$ cat src/rtl/cdc_pkg.sv
// Shared constants for clock-domain-crossing blocks.
package cdc_pkg;

    localparam int unsigned MIN_SYNC_STAGES = 2;
    localparam int unsigned MAX_SYNC_STAGES = 4;

    // Encodings for the enable interpretation of data_sync_enable.
    localparam int unsigned MODE_LEVEL  = 0;
    localparam int unsigned MODE_TOGGLE = 1;

endpackage : cdc_pkg

$ cat src/rtl/sync_chain.sv
// STAGE_COUNT-deep single-bit synchronizer chain, async active-low reset.
module sync_chain #(
    parameter int unsigned STAGE_COUNT = 2
) (
    input  logic clk,
    input  logic reset,
    input  logic d,
    output logic q
);

    logic [STAGE_COUNT-1:0] stages;

    // Shift the asynchronous input through the flop chain.
    always_ff @(posedge clk or negedge reset) begin
        if (!reset) begin
            stages <= '0;
        end else begin
            stages <= {stages[STAGE_COUNT-2:0], d};
        end
    end

    assign q = stages[STAGE_COUNT-1];

endmodule : sync_chain

$ cat src/rtl/data_sync_enable.sv
// Bus synchronizer: only the enable crosses through a flop chain; the bus is
// captured once on the synchronized enable event.
module data_sync_enable
    import cdc_pkg::*;
#(
    parameter int unsigned          STAGE_COUNT = 2,
    parameter int unsigned          BUS_WIDTH   = 8,
    parameter int unsigned          TOGGLE_MODE = MODE_LEVEL,
    parameter logic [BUS_WIDTH-1:0] RESET_VALUE = '0
) (
    input  logic                 clk,
    input  logic                 reset,
    input  logic [BUS_WIDTH-1:0] unsync_bus,
    input  logic                 bus_enable,
    output logic [BUS_WIDTH-1:0] sync_bus,
    output logic                 enable_pulse,
    output logic [7:0]           transfer_count
);

    localparam int unsigned COUNT_WIDTH = 8;

    if (STAGE_COUNT < MIN_SYNC_STAGES || STAGE_COUNT > MAX_SYNC_STAGES) begin : g_stage_check
        $error("data_sync_enable: STAGE_COUNT out of range");
    end

    logic sync_en;
    logic prev_en;
    logic event_c;

    sync_chain #(
        .STAGE_COUNT(STAGE_COUNT)
    ) u_enable_sync (
        .clk  (clk),
        .reset(reset),
        .d    (bus_enable),
        .q    (sync_en)
    );

    // Level mode reacts to rising edges only; toggle mode to any change.
    always_comb begin
        event_c = 1'b0;
        if (TOGGLE_MODE == MODE_TOGGLE) begin
            event_c = sync_en ^ prev_en;
        end else begin
            event_c = sync_en & ~prev_en;
        end
    end

    always_ff @(posedge clk or negedge reset) begin
        if (!reset) begin
            prev_en        <= 1'b0;
            sync_bus       <= RESET_VALUE;
            enable_pulse   <= 1'b0;
            transfer_count <= '0;
        end else begin
            prev_en      <= sync_en;
            enable_pulse <= event_c;
            if (event_c) begin
                sync_bus       <= unsync_bus;
                transfer_count <= transfer_count + COUNT_WIDTH'(1);
            end
        end
    end

endmodule : data_sync_enable
$ cat config.mk
export PLATFORM = sky130hd
export DESIGN_NAME = data_sync_enable
export DESIGN_NICKNAME = d
export VERILOG_FILES = /design/src/rtl/cdc_pkg.sv /design/src/rtl/sync_chain.sv /design/src/rtl/data_sync_enable.sv
export SDC_FILE = /design/constraint.sdc
export NUM_CORES = 1
export LEC_CHECK = 0
export CORE_UTILIZATION = 42
export DETAILED_ROUTE_END_ITERATION = 10
export PLACE_DENSITY = 0.74
export SYNTH_ARGS = -nofsm -noshare
export SYNTH_HDL_FRONTEND = slang
export SYNTH_HIERARCHICAL = 1
export SYNTH_SLANG_ARGS = --single-unit
$ cat constraint.sdc
create_clock -name clk -period 1.6 [get_ports clk]
set_clock_uncertainty 0.1 [all_clocks]
set_input_delay 0.32 -clock clk [delete_from_list [all_inputs] [get_ports clk]]
set_output_delay 0.32 -clock clk [all_outputs]
set_load 0.02 [all_outputs]
## Word-level counts from Yosys, hierarchy flattened

Cells that the tools add are included.

| storage, ports and cells | value |
|---|---|
| flip-flop bits (word level) | 20 |
| input bits | 11 |
| output and inout bits | 17 |
| logic and storage cells | 8 |

| cells by class | value |
|---|---|
| $add $sub $neg | 1 |
| bitwise operators | 2 |

Operator list:

| operator | number |
|---|---|
| adder 8 x 1 -> 8 bit, second input constant | 1 |
| bitwise AND 1 bit | 1 |
| NOT 1 bit | 1 |

## Depth between registers and ports, before layout

Gate-level depths: netlist of the first run.

| depth | value |
|---|---|
| depth after elaboration | 2 |
| depth in mapped cells | 4 |

## Hierarchy

Netlist of the first run, hierarchy kept.

Modules (own cells, without submodules):

| module | times used | cells each | area each (sq um) | sequential area each (sq um) |
|---|---|---|---|---|
| data_sync_enable | 1 | 47 | 711.9 | 450.4 |
| sync_chain | 1 | 2 | 50.0 | 50.0 |

## Worst setup path before layout of the first run

Ideal clock, no wire load.

| timing | value |
|---|---|
| path kind | reg2reg |
| start point | reg transfer_count[0] |
| end point | reg transfer_count[1] |
| setup time | 0.125 ns |
| arrival | 1.032 ns |
| setup slack | 0.343 ns |
| stages on the path, launching flop included | 3 |
| cell sequence | dfrtp_1 ha_1 mux2_2 |

| on the way | value |
|---|---|
| word-level cells in the longest chain between the ends | 1 |

Ends and longest elaborated chain:

| what | line | RTL |
|---|---|---|
| start, declared | data_sync_enable.sv:17 | `output logic [7:0] transfer_count` |
| start signal, assigned | data_sync_enable.sv:60 | `transfer_count <= transfer_count + COUNT_WIDTH'(1);` |
| adder 8 x 1 -> 8 bit | data_sync_enable.sv:60 |  |

No other way between the ends.
A chain may end at the register's enable or synchronous reset.

## Final worst setup path of the first run

| timing | value |
|---|---|
| start point | reg transfer_count[4] |
| end point | out transfer_count[4] |

No word-level cell between the ends.

==> out/results.txt, run 1 <==
crit path max fanout: 5
Die Area: 0.00199 mm^2
sequential fraction of the synthesis area: 65.7%
CP Cell Sequence: dlygate4sd2_1
DRT iter0 DRCs: 0
DRT Wirelength: 1.14 mm
Remaining DRCs: 0
Min-Delay Path Class: in2async
Mean Syn Cell Area: 15.6 um^2
Die W: 44.6 um
nets@finish: 94
CTS buffer count: 3
Synth top area share: 65.7%
Synthesis Warnings: 6
top cells by area, synth: dfrtp_1 66%, mux2_2 13%, xnor2_1 4.6%, xor2_1 3.4%, nand4_1 2.5%
Buffers on Ports: 27
crit path launch type: flip-flop
row cnt: 15
final period utilization: 93.4%
clock transition at the registers of the reported paths: 0.11 ns
Worst path slowest cell: dfrtp_1
drt via density: 4.65
mapped cell area: 762 um^2
CTS tree: done
multi-input logic area: 250 um^2
first-pass GRT wire length: 1.99 mm
overall power: 0.00144 W
Ports: 28
Post-DRT Antenna Nets: 0
antenna violations before repair: 0
H-tree depth reported by CTS: 1
CP arrival: 1.07 ns
number of library cell types mapped by synthesis: 13
Placeable Area: 0.00171 mm^2
Slew @ Worst Pin: 0.325 ns
Vias: 493
Max-cap violations: 0
Setup TNS: 0 ns
Largest stage delay, worst path: 0.43 ns
Worst VDD drop: 0.860 mV
largest net degree at the start of global routing: 21
diode count: 0
Fmax: 669 MHz
Slew headroom: 78.3%
delay-heaviest family, CP: flip-flops
filler cell count: 141
Mapped Cells: 49
CP Capture Type: primary output
register area: 500 um^2
clock sinks: 20
CP Buf/Inv Count: 1
clock root buffer master: clkbuf_4
Setup Crit Path Kind: reg2out
die height: 44.6 um
RD Place Congestion: 0.732
Net Count, Synth: 61
routed len/inst: 10.8 um
Area growth, synth to finish: 42.0%
Slew Viols, Final: 0
result of the run: complete, no violations
post-CTS setup repair buffer count: 0
Power Density: 1330 mW/mm^2
gr usage total: 14.0%
fraction of layout cells with a size suffix above 1: 21.0%
GR Overflow Total: 0
final hold vios: 0
Max Root-Sink Buffers: 2
Final Setup Violations: 0
leakage power: 0.508 nW
RSZ-0062 raised after global routing: no
Starting Density: 44.6%
Crit path required time: 1.18 ns
FF+latch count, synth: 20
DRT Pass-1 Iters: 1
minimum clock period: 1.49 ns
later-pin clock latency in the skew report: 0.29 ns
vias in the first global route: 504
area leader, netlist: dfrtp_1
-- metrics by stage --
step / setup slack, ns / instance area [um^2] / instances / hold WS, ns / util (%)
6_report: 0.105 / 1080 / 106 / 0.259 / 63.4
5_1_grt: 0.0399 / 1080 / 106 / 0.273 / 63.4
4_1_cts: 0.0868 / 1080 / 106 / 0.257 / 63.4
3_5_place_dp: 0.156 / 1070 / 102 / 0.241 / 62.5
3_3_place_gp: 0.165 / 1070 / 102 / 0.233 / 62.5
2_1_floorplan: 0.343 / 762 / 49 / -0.0756 / -
-- where the power goes --
part | total, W | internal, W | switching, W | leakage (nW)
Sequential | 0.000694 | 0.000607 | 0.0000862 | 0.244
Clock | 0.000282 | 0.000138 | 0.000143 | 0.0210
Combinational | 0.000468 | 0.000220 | 0.000248 | 0.243
Total | 0.00144 | 0.000966 | 0.000478 | 0.508
-- worst reg2reg max path, cell delays in order (launching register included) --
cell,delay [ns]
dfrtp_1,0.39
nor2b_4,0.35
mux2_2,0.38
-- metal layers --
metal	wire, um	track usage (%)	up-vias	share of wire, %
met5	0	0	-	0
li1	-	-	234	-
met2	550	23.8	16	48
met3	44	3.67	2	3.8
met4	6	7.88	0	0.52
met1	541	15.7	241	47
-- cells in the mapped netlist, drive strengths merged --
cell type,number
nand2,3
nand3b,1
buf,1
ha,1
and4b,1
dfrtp,20
mux2,9
xnor2,4
nor3,1
nor2b,1
xor2,3
nor2,1
nand4,3
-- sequential cells by signal (all words and copies together) (netlist names) --
name,cells
enable_pulse,1
sync_bus,8
prev_en,1
transfer_count,8
u_enable_sync/stages,2
-- worst paths after layout --
path	from	to	slack, ns	cells past startpoint
setup reg to reg	u_enable_sync/stages[1]$_DFF_PN0_	sync_bus[3]$_DFFE_PN0P_	0.28	2
min in group clk	u_enable_sync/stages[0]$_DFF_PN0_	u_enable_sync/stages[1]$_DFF_PN0_	0.27	0
hold reg to reg	u_enable_sync/stages[0]$_DFF_PN0_	u_enable_sync/stages[1]$_DFF_PN0_	0.27	0
max in group asynchronous	reset	transfer_count[2]$_DFFE_PN0P_	0.94	2
setup / recovery	transfer_count[4]$_DFFE_PN0P_	transfer_count[4]	0.11	1
hold / removal	reset	transfer_count[3]$_DFFE_PN0P_	0.26	2
-- cell usage in the layout, fill, tap and decap left out, drive strengths merged, types with 2 or more instances in the layout --
cell type       n
nand4           3
clkbuf          4
clkdlybuf4s50  10
xor2            3
nand2           3
dfrtp          20
xnor2           4
mux2            9
buf             2
dlygate4sd2    17
-- repair_timing --
action / CTS / global route
setup endpoints to repair: 17 / 0
gates resized for setup: 17 / 0
hold buffers: 0 / 0
-- cell type report --
class / count / area share, %
Multi-Input combinational cell: 28 / 23.1
Clock buffer: 4 / 3.35
Tap cell: 25 / 2.89
Timing Repair Buffer: 29 / 24.4
Sequential cell: 20 / 46.2
-- kinds of logic (layout without fill, tap and decap cells) --
kind of cell	Yosys count	count (layout)	share of synthesized area [%]
multiplexers	9	9	13.3
buffers and inverters	1	33	1.48
XOR/XNOR	7	7	8.05
flip-flops	20	20	65.7
adder cells (fa/ha/maj)	1	1	1.64
AND/OR/NAND/NOR	11	11	9.85
No activity file was read; power rests on OpenSTA's default activity.
==> run 2: changes to the inputs <==
CORE_UTILIZATION = 45   (was 42)
PLACE_DENSITY = 0.79   (was 0.74)
clock period = 1.8 ns   (was 1.6 ns; I/O delays follow)
==> run 2 against run 1 <==
  * Die area is 6.4% lower
  * Register-to-register slack gained 0.18 ns
  * Clock-buffer cell count shrank 1
  * Largest cell class unchanged
  * Worst setup slack worse by 0.041 ns
  * Global-route usage increased by 2.0 points
  * Clock power up 28%
  * Design area increased by 1.6%
  * Cell count decreased by 9.4%
  * Non-clock buffer count down 1
  * Critical path type unchanged
==> out/results.txt, run 2 (synthesis gave the netlist of run 1 again) <==
result of the run: complete, no violations (unchanged)
Area growth, synth to finish: 44.3% (was 42.0%)
Setup TNS: 0 ns (unchanged)
CP Cell Sequence: clkdlybuf4s50_1 (was dlygate4sd2_1)
final period utilization: 96.4%
Psw: 0.000433 W (was 0.000478 W)
Min-Delay Path Class: reg2reg (was in2async)
drt via density: 5.01 (was 4.65)
HP Start: u_enable_sync/stages[0]$_DFF_PN0_
Vias: 481 (was 493)
fraction of layout cells with a size suffix above 1: 20.0% (was 21.0%)
Fmax: 576 MHz
Starting Density: 49.4% (was 44.6%)
Slew headroom: 77.4% (was 78.3%)
later-pin clock latency in the skew report: 0.30 ns (was 0.29 ns)
Slew Viols, Final: 0 (unchanged)
Die Area: 0.00186 mm^2 (was 0.00199 mm^2)
GR Overflow Total: 0 (unchanged)
CP Buf/Inv Count: 1 (unchanged)
clock transition at the registers of the reported paths: 0.12 ns (was 0.11 ns)
first-pass GRT wire length: 2.23 mm (was 1.99 mm)
filler cell count: 110 (was 141)
CP Capture Type: primary output (unchanged)
post-CTS setup repair buffer count: 0 (unchanged)
antenna violations before repair: 0 (unchanged)
Max Root-Sink Buffers: 2 (unchanged)
DRT Wirelength: 1.22 mm (was 1.14 mm)
post-layout util: 71.3% (was 63.4%)
Power Density: 1280 mW/mm^2 (was 1330 mW/mm^2)
Hold Path Sink: u_enable_sync/stages[1]$_DFF_PN0_
CP arrival: 1.28 ns (was 1.07 ns)
final hold vios: 0 (unchanged)
register area: 500 um^2 (unchanged)
Finished Cell Area: 0.00110 mm^2 (was 0.00108 mm^2)
Post-DRT Antenna Nets: 0 (unchanged)
largest registers: sync_bus: 8 flops, transfer_count: 8 flops, u_enable_sync/stages: 2 flops (unchanged)
Worst VDD drop: 0.696 mV (was 0.860 mV)
Flop pwr share: 44.7% (was 48.0%)
clock root buffer master: clkbuf_4 (unchanged)
most frequent cells in the layout: 20 x dfrtp_1, 20 x clkdlybuf4s50_1, 9 x mux2_2 (was 20 x dfrtp_1, 17 x dlygate4sd2_1, 10 x clkdlybuf4s50_1)
Largest stage delay, worst path: 0.61 ns (was 0.43 ns)
row cnt: 14 (was 15)
Slew @ Worst Pin: 0.338 ns (was 0.325 ns)
die height: 43.2 um (was 44.6 um)
Worst path slowest cell: clkdlybuf4s50_1 (was dfrtp_1)
RSZ-0062 raised after global routing: no (unchanged)
clock power share: 25.8% (was 19.5%)
CTS buffer count: 3 (unchanged)
diode count: 0 (unchanged)
Remaining DRCs: 0 (unchanged)
FF-to-FF Start: prev_en$_DFF_PN0_ (was u_enable_sync/stages[1]$_DFF_PN0_)
switching part of the total: 30.8% (was 33.1%)
overall power: 0.00141 W (was 0.00144 W)
Die W: 43.2 um (was 44.6 um)
Placeable Area: 0.00154 mm^2 (was 0.00171 mm^2)
CTS tree: done (unchanged)
Post-DP Area: 0.00105 mm^2 (was 0.00107 mm^2)
nets@finish: 93 (was 94)
R2R setup slack: 0.46 ns (was 0.28 ns)
Final Setup Violations: 0 (unchanged)
crit path max fanout: 2 (was 5)
worst reg2reg path depth: 2 (unchanged)
routed len/inst: 12.7 um (was 10.8 um)
crit path launch type: flip-flop (unchanged)
delay-heaviest family, CP: buffers and inverters (was flip-flops)
Pint: 0.000972 W (was 0.000966 W)
minimum clock period: 1.74 ns
largest net degree at the start of global routing: 21 (unchanged)
Crit path required time: 1.34 ns (was 1.18 ns)
leakage power: 0.514 nW (was 0.508 nW)
DRT Pass-1 Iters: 2 (was 1)
Ports: 28 (unchanged)
reg2reg end: sync_bus[1]$_DFFE_PN0P_ (was sync_bus[3]$_DFFE_PN0P_)
vias in the first global route: 549 (was 504)
RD Place Congestion: 0.783 (was 0.732)
power share of the combinational group: 29.6% (was 32.4%)
WHS: 0.256 ns (was 0.259 ns)
DRT iter0 DRCs: 1 (was 0)
clock sinks: 20 (unchanged)
Max-cap violations: 0 (unchanged)
Buffers on Ports: 27 (unchanged)
gr usage total: 16.0% (was 14.0%)
multi-input logic area: 250 um^2 (unchanged)
hold path cells: 0
HPWL Detailed: 891 um
Setup Crit Path Kind: reg2out (unchanged)
H-tree depth reported by CTS: 1 (unchanged)
run 2: changes by cell type in the layout (fill, tap and decap cells not counted), sizes merged:
cell,change
dlygate4sd2,-12
bufinv,+1
buf,-1
clkdlybuf4s50,+10
clkbuf,-1
dlymetal6s2s,+2
run 2: layout make-up:
cell class	instances	share of cell area [%]
Sequential cell	20	45.5
Tap cell	16	1.82
Clock buffer	3	2.05
Multi-Input combinational cell	28	22.8
Timing Repair Buffer	28	25.1
Clock inverter	1	2.73
run 2: worst max path at each step:
stage	end	start	cells past startpoint
final	sync_bus[0]	sync_bus[0]$_DFFE_PN0P_	1
after global routing	transfer_count[7]	transfer_count[7]$_DFFE_PN0P_	1
after CTS	transfer_count[3]	transfer_count[3]$_DFFE_PN0P_	1
after detailed placement	transfer_count[4]	transfer_count[4]$_DFFE_PN0P_	1
after global placement	transfer_count[0]	transfer_count[0]$_DFFE_PN0P_	1
after floorplan	transfer_count[1]$_DFFE_PN0P_	transfer_count[0]$_DFFE_PN0P_	2
run 2: routing by layer:
layer  wire length, um  vias to the layer above  global-route usage [%]
met2               606                       20                    26.0
met3                80                        0                    4.26
met1               536                      232                    20.5
met5                 0                        -                       0
met4                 0                        0                    5.45
li1                  -                      229                       -
run 2: timing repair:
action,in CTS,in global routing
endpoints found under the setup margin,5,2
resized for setup,5,2
hold buffers,0,0
cloned,0,0
run 2: stage by stage:
step / setup slack, ns / std cells
2_1_floorplan: 0.543 / 49
3_3_place_gp: 0.317 / 92
3_5_place_dp: 0.312 / 92
4_1_cts: 0.00132 / 96
5_1_grt: 0.0156 / 96
6_report: 0.0646 / 96
run 2: power groups by stage:
| stage | clock network [W] | logic (W) | registers [W] |
|---|---|---|---|
| detailed placement | 0 | 0.000456 | 0.000641 |
| floorplan | 0 | 0.000122 | 0.000738 |
| global route | 0.000386 | 0.000453 | 0.000643 |
| finish | 0.000362 | 0.000416 | 0.000627 |
| global placement | 0 | 0.000452 | 0.000636 |
| CTS | 0.000372 | 0.000425 | 0.000630 |
